===== src/rtl/picomips_core.sv =====
// picomips_core: single-cycle parametrised picoMIPS with zero-flag branches and valid/ready I/O streams.
// Optional macro PICOMIPS_MUL_EN adds the one-cycle MUL instruction (opcode 11).
module picomips_core #(
  parameter int n     = 8,
  parameter int Psize = 6,
  parameter int NREG  = 8,
  localparam int R     = $clog2(NREG),
  localparam int Isize = 6 + 2 * R + n
) (
  input  logic             clk,
  input  logic             reset,
  output logic [Psize-1:0] prog_addr,
  input  logic [Isize-1:0] instr,
  input  logic [n-1:0]     in_data,
  input  logic             in_valid,
  output logic             in_ready,
  output logic [n-1:0]     out_data,
  output logic             out_valid,
  input  logic             out_ready,
  output logic             halted,
  output logic [1:0]       dbg_state
);

  // Stream handshakes: a word moves on either port only in a cycle where
  // valid && ready are both high at the rising edge; valid never waits on ready.
  typedef enum logic [1:0] {
    S_RUN       = 2'd0,
    S_STALL_IN  = 2'd1,
    S_STALL_OUT = 2'd2,
    S_HALTED    = 2'd3
  } state_t;

  localparam logic [5:0] OP_ADD  = 6'd1;
  localparam logic [5:0] OP_ADDI = 6'd2;
  localparam logic [5:0] OP_SUB  = 6'd3;
  localparam logic [5:0] OP_AND  = 6'd4;
  localparam logic [5:0] OP_IN   = 6'd5;
  localparam logic [5:0] OP_OUT  = 6'd6;
  localparam logic [5:0] OP_BEQ  = 6'd7;
  localparam logic [5:0] OP_BNE  = 6'd8;
  localparam logic [5:0] OP_JMP  = 6'd9;
  localparam logic [5:0] OP_HALT = 6'd10;
`ifdef PICOMIPS_MUL_EN
  localparam logic [5:0] OP_MUL  = 6'd11;
`endif

  state_t           state_q, state_d;
  logic [Psize-1:0] pc_q, pc_d;
  logic             z_q, z_d;
  logic [n-1:0]     out_data_q, out_data_d;
  logic             out_valid_q, out_valid_d;
  logic [n-1:0]     rf_q [NREG];

  logic [5:0]       opcode;
  logic [R-1:0]     rd, rs;
  logic [n-1:0]     imm, rd_val, rs_val;
  logic [Psize-1:0] pc_inc, target;
  logic             alu_en;
  logic [n-1:0]     alu_res;
  logic             rf_we;
  logic [n-1:0]     rf_wdata;

  assign opcode = instr[Isize-1 -: 6];
  assign rd     = instr[Isize-7 -: R];
  assign rs     = instr[Isize-7-R -: R];
  assign imm    = instr[n-1:0];
  assign rd_val = (rd == '0) ? '0 : rf_q[rd];
  assign rs_val = (rs == '0) ? '0 : rf_q[rs];
  assign pc_inc = pc_q + 1'b1;
  assign target = Psize'(imm);

  always_comb begin
    alu_en  = 1'b1;
    alu_res = '0;
    case (opcode)
      OP_ADD:  alu_res = rd_val + rs_val;
      OP_ADDI: alu_res = rs_val + imm;
      OP_SUB:  alu_res = rd_val - rs_val;
      OP_AND:  alu_res = rd_val & rs_val;
`ifdef PICOMIPS_MUL_EN
      OP_MUL:  alu_res = rd_val * rs_val;
`endif
      default: alu_en = 1'b0;
    endcase
  end

  always_comb begin
    state_d     = state_q;
    pc_d        = pc_q;
    z_d         = z_q;
    rf_we       = 1'b0;
    rf_wdata    = '0;
    out_data_d  = out_data_q;
    // A pending word is retired whenever the consumer accepts it; a new OUT below may reload it.
    out_valid_d = out_valid_q && !out_ready;
    case (state_q)
      S_RUN: begin
        if (alu_en) begin
          rf_we    = 1'b1;
          rf_wdata = alu_res;
          z_d      = (alu_res == '0);
          pc_d     = pc_inc;
        end else begin
          case (opcode)
            OP_IN: begin
              if (in_valid) begin
                rf_we    = 1'b1;
                rf_wdata = in_data;
                pc_d     = pc_inc;
              end else begin
                state_d = S_STALL_IN;
              end
            end
            OP_OUT: begin
              if (out_valid_q && !out_ready) begin
                state_d = S_STALL_OUT;
              end else begin
                out_data_d  = rs_val;
                out_valid_d = 1'b1;
                pc_d        = pc_inc;
              end
            end
            OP_BEQ:  pc_d = z_q ? target : pc_inc;
            OP_BNE:  pc_d = z_q ? pc_inc : target;
            OP_JMP:  pc_d = target;
            OP_HALT: state_d = S_HALTED;
            default: pc_d = pc_inc;
          endcase
        end
      end
      S_STALL_IN: begin
        if (in_valid) begin
          rf_we    = 1'b1;
          rf_wdata = in_data;
          pc_d     = pc_inc;
          state_d  = S_RUN;
        end
      end
      S_STALL_OUT: begin
        if (out_ready) begin
          out_data_d  = rs_val;
          out_valid_d = 1'b1;
          pc_d        = pc_inc;
          state_d     = S_RUN;
        end
      end
      default: ;
    endcase
  end

  always_ff @(posedge clk) begin
    if (reset) begin
      state_q     <= S_RUN;
      pc_q        <= '0;
      z_q         <= 1'b0;
      out_data_q  <= '0;
      out_valid_q <= 1'b0;
    end else begin
      state_q     <= state_d;
      pc_q        <= pc_d;
      z_q         <= z_d;
      out_data_q  <= out_data_d;
      out_valid_q <= out_valid_d;
    end
  end

  // Register file is deliberately unreset; r0 is never written and reads as zero.
  always_ff @(posedge clk) begin
    if (!reset && rf_we && (rd != '0)) begin
      rf_q[rd] <= rf_wdata;
    end
  end

  assign prog_addr = pc_q;
  assign out_data  = out_data_q;
  assign out_valid = out_valid_q;
  assign halted    = (state_q == S_HALTED);
  assign in_ready  = (opcode == OP_IN) && ((state_q == S_RUN) || (state_q == S_STALL_IN));
  assign dbg_state = state_q;

endmodule


===== config.mk =====
export PLATFORM = sky130hd
export DESIGN_NAME = picomips_core
export DESIGN_NICKNAME = d
export VERILOG_FILES = /design/src/rtl/picomips_core.sv
export SDC_FILE = /design/constraint.sdc
export NUM_CORES = 1
export LEC_CHECK = 0
export ABC_AREA = 0
export BUFFER_PORTS_ARGS = -buffer_cell sky130_fd_sc_hd__buf_2
export CAP_MARGIN = 20
export CORE_MARGIN = 2
export CORE_UTILIZATION = 55
export CTS_BUF_LIST = sky130_fd_sc_hd__clkbuf_16
export DETAILED_ROUTE_END_ITERATION = 10
export PLACE_DENSITY = 0.85
export SLEW_MARGIN = 15
export SYNTH_ARGS = -nofsm -noshare
export SYNTH_HDL_FRONTEND = slang
export SYNTH_SLANG_ARGS = --single-unit

===== constraint.sdc =====
create_clock -name clk -period 4.5 [get_ports clk]
set_input_delay 0.45 -clock clk [delete_from_list [all_inputs] [get_ports clk]]
set_output_delay 0.45 -clock clk [all_outputs]
set_load 0.03 [all_outputs]

# ---- Word-level counts from Yosys, hierarchy flattened
# Memories as Yosys holds them, arrays and structs flattened.
# Index checks and enable logic that the tools add are counted.
dict set report totals {
  reg_bits 18
  mem_bits_rw 64
  inputBits 32
  output_inout_bits 19
  wordCells 91
  n_memories 1
}
# memory words width read_ports rd_clocked_by_memory_dff write_ports line_no
set mem_list {}
lappend mem_list {rf_q 8 8 2 0 1 52} ;# logic [n-1:0] rf_q [NREG];
dict set report op_classes {
  addsub 4
  eq_ne 23
  mux 38
  bitwise_logic 1
  n_reduce_logical 19
}
# op n
set ops {}
lappend ops {{8-bit 2-to-1 mux} 9}
lappend ops {{6-bit 2-to-1 mux} 6}
lappend ops {{6-bit one-hot mux with 6 select lines} 1}
lappend ops {{8-bit one-hot mux with 2 select lines} 2}
lappend ops {{8-bit one-hot mux with 4 select lines} 1}
lappend ops {{6-bit by 3-bit equality test with 1-bit output (second input constant)} 4}
lappend ops {{6-bit by 4-bit equality test with 1-bit output (second input constant)} 3}
lappend ops {{6-bit one-hot mux with 3 select lines} 1}
lappend ops {{8-bit adder} 2}
lappend ops {{6-bit by 2-bit equality test with 1-bit output (second input constant)} 2}
lappend ops {{2-bit one-hot mux with 3 select lines} 2}
lappend ops {{2-bit 2-to-1 mux} 5}
lappend ops {{1-bit 2-to-1 mux} 9}
lappend ops {{3-bit != test (second input constant)} 3}
lappend ops {{8-bit bitwise AND} 1}
lappend ops {{8-bit zero test} 1}
lappend ops {{2-bit != test (second input constant)} 4}
lappend ops {{8-bit subtractor} 1}
lappend ops {{7-bit AND reduction} 1}
lappend ops {{6-bit by 1-bit adder with 6-bit output (second input constant)} 1}
lappend ops {{6-bit by 1-bit equality test with 1-bit output (second input constant)} 1}
lappend ops {{3-bit zero test} 2}
lappend ops {{3-bit nonzero test} 2}
lappend ops {{5-bit AND reduction} 1}
lappend ops {{other kinds (14)} 20}

# ---- Logic depth before layout (Yosys ltp)
# Gate-level depths: netlist (run 1).
dict set report logic_depth {
  depth_word 9
  mapped_depth 17
  mapped_depth_nobuf 16
}

# ---- Least setup slack after synthesis (run 1)
# Ideal clock, no wire load.
dict set report synth_timing {
  path_type {input to register}
  from {input port instr[9]}
  to {memory rf_q[1][7] (data pin)}
  setup_time_ps 161
  t_arrival_ps 3683
  required_time_ps 4339
  slack_ps 656
  stages 16
  path_buffers 1
  path_cell_list {buf_6 nor2b_1 a221oi_1 a221oi_2 inv_1 ha_1 a21oi_1 xnor2_1 ha_1 o21ai_0 a21oi_1 o21a_1 o41ai_1 xnor3_1 o21ai_2 a22o_1}
}
dict set report synth_between {
  elab_chain_len 6
}
# element line_no
set synth_rtl {}
lappend synth_rtl {{start: declaration} 13} ;# input logic [Isize-1:0] instr,
lappend synth_rtl {{memory 8 x 8 bit or 3-bit zero test (tied branches)} --}
lappend synth_rtl {{8-bit 2-to-1 mux *} 68} ;# assign rs_val = (rs == '0) ? '0 : rf_q[rs];
lappend synth_rtl {{8-bit subtractor, or another cell as far along} 78} ;# OP_SUB: alu_res = rd_val - rs_val;
lappend synth_rtl {{8-bit one-hot mux with 4 select lines *} 75} ;# case (opcode)
lappend synth_rtl {{8-bit 2-to-1 mux *} 98} ;# if (alu_en) begin
lappend synth_rtl {{8-bit one-hot mux with 2 select lines *} 96} ;# case (state_q)
lappend synth_rtl {{net rf_wdata[7]} 61} ;# logic [n-1:0] rf_wdata;
lappend synth_rtl {{end: declaration} 52}
# Mark *: on every way through the listed nets, which the timed path passes. The rest lies on a longest branch.

# ---- Worst setup path after layout (run 1)
dict set report layout_timing {
  from {input port instr[9]}
  to {memory rf_q[5][6] (data pin)}
}
# The elaborated chain is that of the path after synthesis.

==> summary.md, run 1 <==
| Metric | Value |
|---|---|
| P_leak | `2.37 nW` |
| Initial antenna violation count | `0` |
| Sw frac | `31.4%` |
| Number of synthesized flops with an enable pin | `56` |
| Flops & latches, synth | `74` |
| Async set-reset flop share out of synthesis | `0%` |
| Clock Power Share | `36.8%` |
| Syn_nets | `575` |
| Setup_tns | `0 ns` |
| CP cell instances | `buf_2 -> nor2b_1 -> a221oi_1 -> a221oi_2 -> inv_1 -> ha_1 -> mux2i_1 -> fa_1 -> a21oi_1 -> o21ai_0 -> a21oi_1 -> xor2_1 -> nor2_1 -> a211oi_1 -> o21ai_0` |
| Clk slew on worst S/H paths | `0.06 ns` |
| Primary FF master, synth | `edfxtp_1` |
| Unique cell type count in the Yosys netlist | `71` |
| WHS | `0.487 ns` |
| Required @ worst endpoint | `4.52 ns` |
| Worst Setup End Kind | `register` |
| Detailed Route WL | `14800 µm` |
| Cells after Synth | `519` |
| CTS sink cnt | `74` |
| Die height | `101 µm` |
| H-tree depth | `3` |
| CP max stage delay | `0.66 ns` |
| Worst IR drop on VDD | `263 µV` |
| Power Internal | `0.00138 W` |
| Total die area | `10300 µm²` |
| NetSw | `0.000632 W` |
| Initial Util | `56.6%` |
| Worst-margin pin slew | `0.859 ns` |
| Number of fillers in the final layout | `743` |
| IO Count | `51` |
| Gpl congestion | `0.968` |
| Post-synth top cells | `edfxtp_1 (56), nor2_1 (49), nand2_1 (37)` |
| Placed cell count | `670` |
| Max_slew headroom | `42.5%` |
| Status | `complete, no violations` |
| Wire per inst | `21.6 µm` |
| ANT cells | `0` |
| # setup viols final | `0` |
| Hold Crit Class | `register to register` |
| Hold Fails Final Rpt | `0` |
| Layout cell share with drive strength beyond 1 | `19.7%` |
| ANT nets after route | `0` |
| RSZ-0062 raised after global routing | `false` |
| Seq pwr share | `39.2%` |
| Nets | `626` |
| Cell Area, Synth | `5200 µm²` |
| Synth area leaders | `edfxtp_1 (32%), dfxtp_1 (6.9%), mux2i_1 (5.6%)` |
| Maximum clock frequency | `243 MHz` |
| Average size of a mapped cell | `10.0 µm²` |
| Initial drt markers | `297` |
| Gr usage total | `29.9%` |
| Path type of the worst setup path | `primary input to register` |
| CTS Buf Count | `9` |
| WP data arrival | `4.13 ns` |
| Worst path slowest cell | `o21ai_0` |
| Worst Path Max Fanout | `13` |
| Number of global-route vias before repair | `4471` |
| Clk_lat worst skew | `0.34 ns` |
| Core footprint | `9200 µm²` |
| Synth top area share | `32.3%` |
| Sequential share of the synthesized area | `39.2%` |
| CTS tree | `built` |
| Remaining DRCs | `0` |
| Power Dens Cells | `342 nW/µm²` |
| Drt via density | `6.60` |
| Die width | `101 µm` |
| Root Driver | `clkbuf_16` |
| Synth warn | `0` |
| Drt first pass iters | `5` |
| Number of port buffers | `50` |
| Largest net degree at the start of global routing | `22` |
| Setup bufs post-CTS | `0` |
| Total grt overflow | `0` |
| Max Root-Sink Buffers | `2` |
| Critical Path Start Type | `primary input` |
| Min Tclk post-route | `4.11 ns` |
| Via count | `4529` |
| Non-filler cells, final | `686` |
| Worst Skew | `0.0112 ns` |
| Combinational power share | `24.0%` |
| Hold buffer count at CTS | `0` |
| Hpwl dp | `10900 µm` |
| First-pass GRT wire length | `23400 µm` |
| Most common cell in the netlist | `edfxtp_1` |
| CP bufs+invs | `2` |
| Ratio of final minimum period to clock period | `91.4%` |
| Row cnt | `35` |
| Area grow syn2layout | `13.2%` |
| Max-slew violations | `0` |
| Post-cts sizing count | `0` |
| CP top delay family | `compound AO/OA/AOI/OAI gates` |
| Max Cap Viol | `0` |
| Yosys top cell by area | `edfxtp_1` |
stage by stage:
stage                     utilization, %  total power (W)  area, µm²  setup slack (ns)
final                               64.1          0.00201       5890             0.388
after CTS                           64.1          0.00201       5890             0.531
after global placement              60.7          0.00126       5590             0.405
after floorplan                        -          0.00114       5200             0.656
after detailed placement            60.8          0.00127       5590             0.285
after global routing                64.1          0.00209       5890            0.0920
power by group through the flow:
stage | registers [W] | clock network, W | logic (W)
after floorplan | 0.000819 | 0 | 0.000325
after global placement | 0.000801 | 0 | 0.000462
after detailed placement | 0.000803 | 0 | 0.000468
after CTS | 0.000788 | 0.000743 | 0.000475
after global routing | 0.000793 | 0.000771 | 0.000525
final | 0.000790 | 0.000741 | 0.000484
cell usage in the layout (no fill, tap or decap), drive strengths merged, types with 4 or more instances in the layout:
cell type,instances
nand2,37
a21oi,34
mux4,10
dfxtp,18
mux2,15
a31oi,6
xor2,7
nor3,10
and3,7
a221oi,13
xnor2,11
nand3,14
clkbuf,9
ha,22
edfxtp,56
a22o,5
nor2,49
and2,4
o31ai,6
o21ai,26
nand2b,9
mux2i,29
o22ai,5
a22oi,4
o21a,4
a211oi,4
inv,28
buf,66
nor2b,12
worst paths after layout:
path | start | to | slack, ns | cells past startpoint
worst max-delay path | instr[9] | rf_q[5][6]$_DFFE_PP_ | 0.39 | 15
worst min-delay path | out_data[3]$_SDFFE_PP0P_ | out_data[3]$_SDFFE_PP0P_ | 0.49 | 2
worst max register to register | rf_q[3][0]$_DFFE_PP_ | rf_q[5][6]$_DFFE_PP_ | 0.45 | 14
worst min register to register | out_data[3]$_SDFFE_PP0P_ | out_data[3]$_SDFFE_PP0P_ | 0.49 | 2
flip-flops by register name (all words and copies together) (netlist names):
name	flops
out_data	8
dbg_state	2
out_valid	1
z_q	1
rf_q	56
prog_addr	6
cell families (layout without fill, tap and decap cells):
kind of cell / count (synthesis) / in the layout / synth area share [%]
multiplexers: 54 / 54 / 13.4
adder cells (fa/ha/maj): 24 / 24 / 6.06
buffers and inverters: 51 / 107 / 4.28
XOR/XNOR: 19 / 19 / 3.46
AND/OR/NAND/NOR: 162 / 162 / 15.3
flip-flops: 74 / 74 / 39.2
AO/OA/AOI/OAI: 135 / 135 / 18.2
routing by layer:
layer  track usage [%]  vias up  routed length (µm)
met5                 0        -                   0
met4              15.3        0                 652
li1                  -     2072                   -
met1              37.1     2162                5830
met2              50.3      238                7300
met3              4.97       57                1070
final cells by class:
class / count / area, µm² / share of cell area (%)
inverter: 25 / 93.8 / 1.59
clock buffer: 9 / 225 / 3.82
sequential: 74 / 2040 / 34.7
timing repair buffer: 66 / 370 / 6.29
tap: 111 / 139 / 2.36
clock inverter: 7 / 76.3 / 1.30
multi-input combinational: 394 / 2940 / 50.0
worst reg2reg max path: cells and delay by family (launching register included):
family / cells / cell delay (ns)
adders and majority gates: 1 / 0.35
muxes: 1 / 0.29
DFF: 1 / 0.43
buffers and inverters: 1 / 0.18
AOI/OAI and AO/OA: 7 / 1.95
and+or+nand+nor: 2 / 0.23
xor gates and xnor gates: 2 / 0.31
Note: power is estimated with default switching activity, not from simulation.
==> run 2, diff against run 1 <==
--- a/config.mk
+++ b/config.mk
@@ -11,6 +11,7 @@
 export CORE_MARGIN = 2
 export CORE_UTILIZATION = 55
 export CTS_BUF_LIST = sky130_fd_sc_hd__clkbuf_16
+export CTS_CLUSTER_SIZE = 28
 export DETAILED_ROUTE_END_ITERATION = 10
 export PLACE_DENSITY = 0.85
 export SLEW_MARGIN = 15
==> constraint.sdc (replaced) <==
create_clock -name clk -period 4.5 [get_ports clk]
set_input_delay 0.225 -clock clk [delete_from_list [all_inputs] [get_ports clk]]
set_output_delay 0.225 -clock clk [all_outputs]
set_load 0.03 [all_outputs]
==> summary.md, run 2 (synthesis results as in run 1) <==
| Metric | Value |
|---|---|
| Initial Util | `56.6% (unchanged)` |
| CTS Buf Count | `9 (unchanged)` |
| Ratio of final minimum period to clock period | `87.4% (-4.0 points)` |
| Remaining DRCs | `0 (unchanged)` |
| First-pass GRT wire length | `23800 µm (+1.8%)` |
| Placed cell count | `666 (-0.60%)` |
| Largest register by flop count | `rf_q` |
| Max Root-Sink Buffers | `2 (unchanged)` |
| Core footprint | `9200 µm² (unchanged)` |
| Critical Path Start Type | `register` |
| Drt first pass iters | `5 (unchanged)` |
| Worst IR drop on VDD | `273 µV (+3.8%)` |
| Clk_lat worst skew | `0.34 ns (about the same)` |
| Hold buffer count at CTS | `0 (unchanged)` |
| Min Tclk post-route | `3.93 ns (-0.180 ns)` |
| ANT nets after route | `0 (unchanged)` |
| Non-filler cells, final | `682 (-0.58%)` |
| Clk slew on worst S/H paths | `0.06 ns (about the same)` |
| Via count | `4532 (+0.066%)` |
| Clock Power Share | `36.9% (about the same)` |
| Gr usage total | `30.4% (+0.51 points)` |
| WP data arrival | `3.96 ns (-0.17 ns)` |
| Seq pwr share | `39.3% (about the same)` |
| WHS | `0.249 ns (-0.238 ns)` |
| Drt via density | `6.65 (+0.65%)` |
| Worst Skew | `0.00817 ns (-0.00305 ns)` |
| Initial drt markers | `374 (+26%)` |
| Root Driver | `clkbuf_16` |
| Max-slew violations | `0 (unchanged)` |
| Max_slew headroom | `39.2% (-3.3 points)` |
| Worst Setup End Kind | `register` |
| Maximum clock frequency | `254 MHz (+4.6%)` |
| Area grow syn2layout | `12.5%` |
| CTS sink cnt | `74 (unchanged)` |
| RSZ-0062 raised after global routing | `false` |
| IO Count | `51 (unchanged)` |
| Hold Fails Final Rpt | `0 (unchanged)` |
| Design Area, Final | `5860 µm² (-0.57%)` |
| ANT cells | `0 (unchanged)` |
| Gpl congestion | `0.993 (+2.6%)` |
| # setup viols final | `0 (unchanged)` |
| Max FFs per register | `56 (unchanged)` |
| NetSw | `0.000634 W (+0.18%)` |
| CTS tree | `built` |
| Path type of the worst setup path | `register to register` |
| Power Internal | `0.00138 W (-0.22%)` |
| Total grt overflow | `0 (unchanged)` |
| Sw frac | `31.5% (+0.088 points)` |
| Hold Crit Class | `primary input to register` |
| Total die area | `10300 µm² (unchanged)` |
| Initial antenna violation count | `0 (unchanged)` |
| Post-cts sizing count | `0 (unchanged)` |
| Hpwl dp | `10900 µm (+0.11%)` |
| P_leak | `2.34 nW (-1.2%)` |
| Setup bufs post-CTS | `0 (unchanged)` |
| Number of global-route vias before repair | `4556 (+1.9%)` |
| Max Cap Viol | `0 (unchanged)` |
| Nets | `622 (-0.64%)` |
| Combinational power share | `23.8% (-0.2 points)` |
| Worst-margin pin slew | `0.909 ns (+0.0498 ns)` |
| Status | `complete, no violations` |
| Power Dens Cells | `344 nW/µm² (+0.48%)` |
| Largest net degree at the start of global routing | `24 (+9.1%)` |
| Detailed Route WL | `14700 µm (-0.77%)` |
| Setup WS post-layout | `0.568 ns (+0.180 ns)` |
| Pre-CTS setup slack | `0.500 ns (+0.215 ns)` |
| Number of port buffers | `50 (unchanged)` |
| Required @ worst endpoint | `4.53 ns (about the same)` |
| Layout cell share with drive strength beyond 1 | `19.1% (-0.56 points)` |
| Die width | `101 µm (unchanged)` |
| Worst Path Max Fanout | `7 (-6)` |
| Die height | `101 µm (unchanged)` |
| Commonest non-fill, non-tap cells in the layout | `edfxtp_1 (56), buf_2 (50), nor2_1 (49), nand2_1 (37), a21oi_1 (34)` |
| Setup_tns | `0 ns (unchanged)` |
| Row cnt | `35 (unchanged)` |
| H-tree depth | `3 (unchanged)` |
| Most common cell after layout, fill and taps aside | `edfxtp_1` |
| Wire per inst | `21.6 µm (-0.19%)` |
| DP Area | `5560 µm² (-0.60%)` |
-- run 2: power groups by stage --
stage | logic [W] | clock network, W | registers (W)
after detailed placement | 0.000465 | 0 | 0.000803
after global placement | 0.000453 | 0 | 0.000801
after floorplan | 0.000325 | 0 | 0.000819
after CTS | 0.000470 | 0.000748 | 0.000788
after global routing | 0.000528 | 0.000781 | 0.000793
final | 0.000479 | 0.000743 | 0.000790
-- run 2: path summary, 6_finish.rpt --
path	start	end	slack, ns	depth (start not counted)
setup / recovery	rf_q[1][1]$_DFFE_PP_	rf_q[5][5]$_DFFE_PP_	0.57	14
hold / removal	out_ready	out_valid$_SDFF_PP0_	0.25	3
setup reg to reg	rf_q[1][1]$_DFFE_PP_	rf_q[5][5]$_DFFE_PP_	0.57	14
hold reg to reg	out_data[3]$_SDFFE_PP0P_	out_data[3]$_SDFFE_PP0P_	0.49	2
-- run 2: cell type report --
class                           count  area, µm²
Multi-Input combinational cell    394       2940
Fill cell                         761       3340
Clock inverter                      7       76.3
Timing Repair Buffer               62        340
Sequential cell                    74       2040
Tap cell                          111        139
Inverter                           25       93.8
Clock buffer                        9        225
-- run 2: critical path: stages, from the launching register on --
cell,delay (ns)
edfxtp_1,0.42
mux2_4,0.28
a221oi_1,0.31
a221oi_2,0.08
buf_4,0.18
o31ai_1,0.35
xnor2_1,0.17
ha_1,0.29
o21ai_0,0.09
a21oi_1,0.08
o21a_1,0.21
o21a_1,0.17
o31ai_1,0.28
nor2_1,0.07
o21ai_0,0.64
-- run 2: stage by stage --
step / power, W / util (%)
floorplan: 0.00114 / -
global placement: 0.00125 / 60.3
detailed placement: 0.00127 / 60.4
CTS: 0.00201 / 63.7
global route: 0.00210 / 63.7
finish: 0.00201 / 63.7
-- run 2: routing by layer --
layer,track usage (%),share of wire [%],vias to the layer above
li1,-,-,2070
met1,38.0,39,2162
met2,50.6,49,247
met3,5.59,7.2,53
met4,15.3,4.8,0
met5,0,0,-
==> run 3, diff against run 2 <==
--- a/config.mk
+++ b/config.mk
@@ -8,6 +8,7 @@
 export ABC_AREA = 0
 export BUFFER_PORTS_ARGS = -buffer_cell sky130_fd_sc_hd__buf_2
 export CAP_MARGIN = 20
+export CORE_ASPECT_RATIO = 2
 export CORE_MARGIN = 2
 export CORE_UTILIZATION = 55
 export CTS_BUF_LIST = sky130_fd_sc_hd__clkbuf_16
==> summary.md, run 3 (synthesis results as in run 1) <==
| Metric | Value |
|---|---|
| # setup viols final | `0 (unchanged)` |
| CP top delay family | `compound AO/OA/AOI/OAI gates` |
| Hold Fails Final Rpt | `0 (unchanged)` |
| Nets | `622 (unchanged)` |
| Max Cap Viol | `0 (unchanged)` |
| Critical Path Start Type | `register` |
| Total grt overflow | `0 (unchanged)` |
| Commonest non-fill, non-tap cells in the layout | `edfxtp_1 (56), buf_2 (50), nor2_1 (49), nand2_1 (37), a21oi_1 (34)` |
| Total die area | `10300 µm² (+0.46%)` |
| Worst IR drop on VDD | `443 µV (+62%)` |
| Largest net degree at the start of global routing | `24 (unchanged)` |
| Min Tclk post-route | `3.95 ns (+0.0164 ns)` |
| Ratio of final minimum period to clock period | `87.7% (+0.36 points)` |
| Die height | `142 µm (+40%)` |
| Remaining DRCs | `0 (unchanged)` |
| Largest register by flop count | `rf_q` |
| Combinational power share | `24.0% (+0.2 points)` |
| Worst Skew | `0.0167 ns (+0.00856 ns)` |
| Worst-margin pin slew | `0.901 ns (-0.00725 ns)` |
| ANT nets after route | `0 (unchanged)` |
| Setup_tns | `0 ns (unchanged)` |
| Required @ worst endpoint | `4.66 ns (+0.13 ns)` |
| Power Internal | `0.00138 W (about the same)` |
| Wire per inst | `23.0 µm (+6.7%)` |
| First-pass GRT wire length | `24300 µm (+2.1%)` |
| Initial Util | `56.2% (-0.38 points)` |
| Via count | `4587 (+1.2%)` |
| RSZ-0062 raised after global routing | `false` |
| Die width | `72.8 µm (-28%)` |
| WP data arrival | `4.11 ns (+0.15 ns)` |
| Area of the multi-input gates | `2940 µm² (unchanged)` |
| Final Power | `0.00200 W (-0.40%)` |
| CTS Buf Count | `9 (unchanged)` |
| CTS sink cnt | `74 (unchanged)` |
| Row cnt | `50 (+43%)` |
| H-tree depth | `3 (unchanged)` |
| Max_slew headroom | `39.7% (+0.49 points)` |
| CP cell instances | `mux2_4 -> a221oi_1 -> a221oi_2 -> buf_4 -> inv_1 -> ha_1 -> a21oi_1 -> xnor2_1 -> ha_1 -> o21ai_0 -> a21oi_1 -> o21a_1 -> o41ai_1 -> xnor3_1 -> o21ai_2 -> a22o_1` |
| RR Startpoint | `rf_q[1][1]$_DFFE_PP_` |
| P_leak | `2.35 nW (+0.35%)` |
| Hold buffer count at CTS | `0 (unchanged)` |
| Status | `complete, no violations` |
| Drt via density | `6.80 (+2.3%)` |
| Gr usage total | `31.7% (+1.3 points)` |
| NetSw | `0.000625 W (-1.3%)` |
| Path type of the worst setup path | `register to register` |
| Worst Setup End Kind | `register` |
| Area grow syn2layout | `12.3%` |
| CP max stage delay | `0.48 ns (-0.16 ns)` |
| Drt first pass iters | `6 (+1)` |
| Critical path launch point | `rf_q[1][1]$_DFFE_PP_` |
| Initial antenna violation count | `0 (unchanged)` |
| Number of port buffers | `50 (unchanged)` |
| Most common cell after layout, fill and taps aside | `edfxtp_1` |
| CP bufs+invs | `2 (+1)` |
| Number of fillers in the final layout | `734 (-3.5%)` |
| Hold Crit Class | `primary input to register` |
| IO Count | `51 (unchanged)` |
| Initial drt markers | `326 (-13%)` |
| FF+latch area | `2040 µm² (unchanged)` |
| Final Util | `63.1% (-0.54 points)` |
| Worst path slowest cell | `xnor3_1` |
| Sw frac | `31.2% (-0.30 points)` |
| Number of global-route vias before repair | `4728 (+3.8%)` |
| Critical path depth | `16 (+2)` |
| Detailed Route WL | `15600 µm (+5.6%)` |
| CTS tree | `built` |
| Clock Power Share | `36.6% (-0.3 points)` |
| Max FFs per register | `56 (unchanged)` |
| Layout cell share with drive strength beyond 1 | `19.1% (unchanged)` |
| Core footprint | `9260 µm² (+0.68%)` |
| Post-cts sizing count | `0 (unchanged)` |
| R2r worst-path depth | `16 (+2)` |
| ANT cells | `0 (unchanged)` |
| Hpwl dp | `11800 µm (+9.0%)` |
| Setup bufs post-CTS | `0 (unchanged)` |
| Clk_lat worst skew | `0.35 ns (about the same)` |
| Power Dens Cells | `343 nW/µm² (-0.23%)` |
| Max Root-Sink Buffers | `2 (unchanged)` |
| Root Driver | `clkbuf_16` |
| Seq pwr share | `39.4% (about the same)` |
| Max-slew violations | `0 (unchanged)` |
| Clk slew on worst S/H paths | `0.07 ns (about the same)` |
| Maximum clock frequency | `253 MHz (-0.41%)` |
| Gpl congestion | `0.979 (-1.4%)` |
| Min-Delay Path Depth | `3 (unchanged)` |
| Worst Path Max Fanout | `8 (+1)` |
| Hold path startpoint | `out_ready` |
==> run 3: cell types whose count changed in the layout (fill, tap and decap cells not counted) <==
| cell | before | now |
|---|---|---|
| clkinv_2 | 1 | 2 |
| clkinvlp_4 | 2 | 0 |
| inv_6 | 2 | 3 |
==> run 3: layout make-up <==
| type | count | share of cell area [%] |
|---|---|---|
| clock buffer | 9 | 3.85 |
| clock inverter | 7 | 1.28 |
| inverter | 25 | 1.60 |
| multi-input combinational | 394 | 50.3 |
| sequential | 74 | 34.9 |
| tap | 104 | 2.23 |
| timing repair buffer | 62 | 5.82 |
==> run 3: path summary, 6_finish.rpt <==
path,to,slack (ns)
setup / recovery,rf_q[5][7]$_DFFE_PP_,0.55
hold reg to reg,out_data[2]$_SDFFE_PP0P_,0.49
hold / removal,out_valid$_SDFF_PP0_,0.26
setup reg to reg,rf_q[5][7]$_DFFE_PP_,0.55
==> run 3: layer usage <==
metal	global-route usage [%]	up-vias	wire length [µm]
met5	0	-	0
met4	23.9	0	1150
met3	6.53	78	856
met2	58.0	233	8560
met1	29.1	2217	4990
li1	-	2059	-
==> run 3: worst reg2reg max path, stage by stage (launching register included) <==
cell and delay, ns:
edfxtp_1 0.41, mux2_4 0.29, a221oi_1 0.31, a221oi_2 0.06
buf_4 0.18, inv_1 0.06, ha_1 0.17, a21oi_1 0.06
xnor2_1 0.15, ha_1 0.34, o21ai_0 0.21, a21oi_1 0.09
o21a_1 0.21, o41ai_1 0.32, xnor3_1 0.48, o21ai_2 0.15
a22o_1 0.28
==> run 3: power by group through the flow <==
stage	Combinational, W	Clock (W)	Sequential, W
2_1_floorplan	0.000325	0	0.000819
3_3_place_gp	0.000457	0	0.000802
3_5_place_dp	0.000468	0	0.000804
4_1_cts	0.000472	0.000745	0.000789
5_1_grt	0.000525	0.000766	0.000793
6_report	0.000481	0.000734	0.000790
==> run 3: metrics by stage <==
stage	instance area (µm²)	hold slack [ns]	std cells	worst slack (ns)
floorplan	5200	0.430	519	0.881
global route	5850	0.279	675	0.143
CTS	5850	0.243	675	0.611
global placement	5550	0.470	659	0.524
finish	5850	0.257	675	0.552
detailed placement	5550	0.476	659	0.320
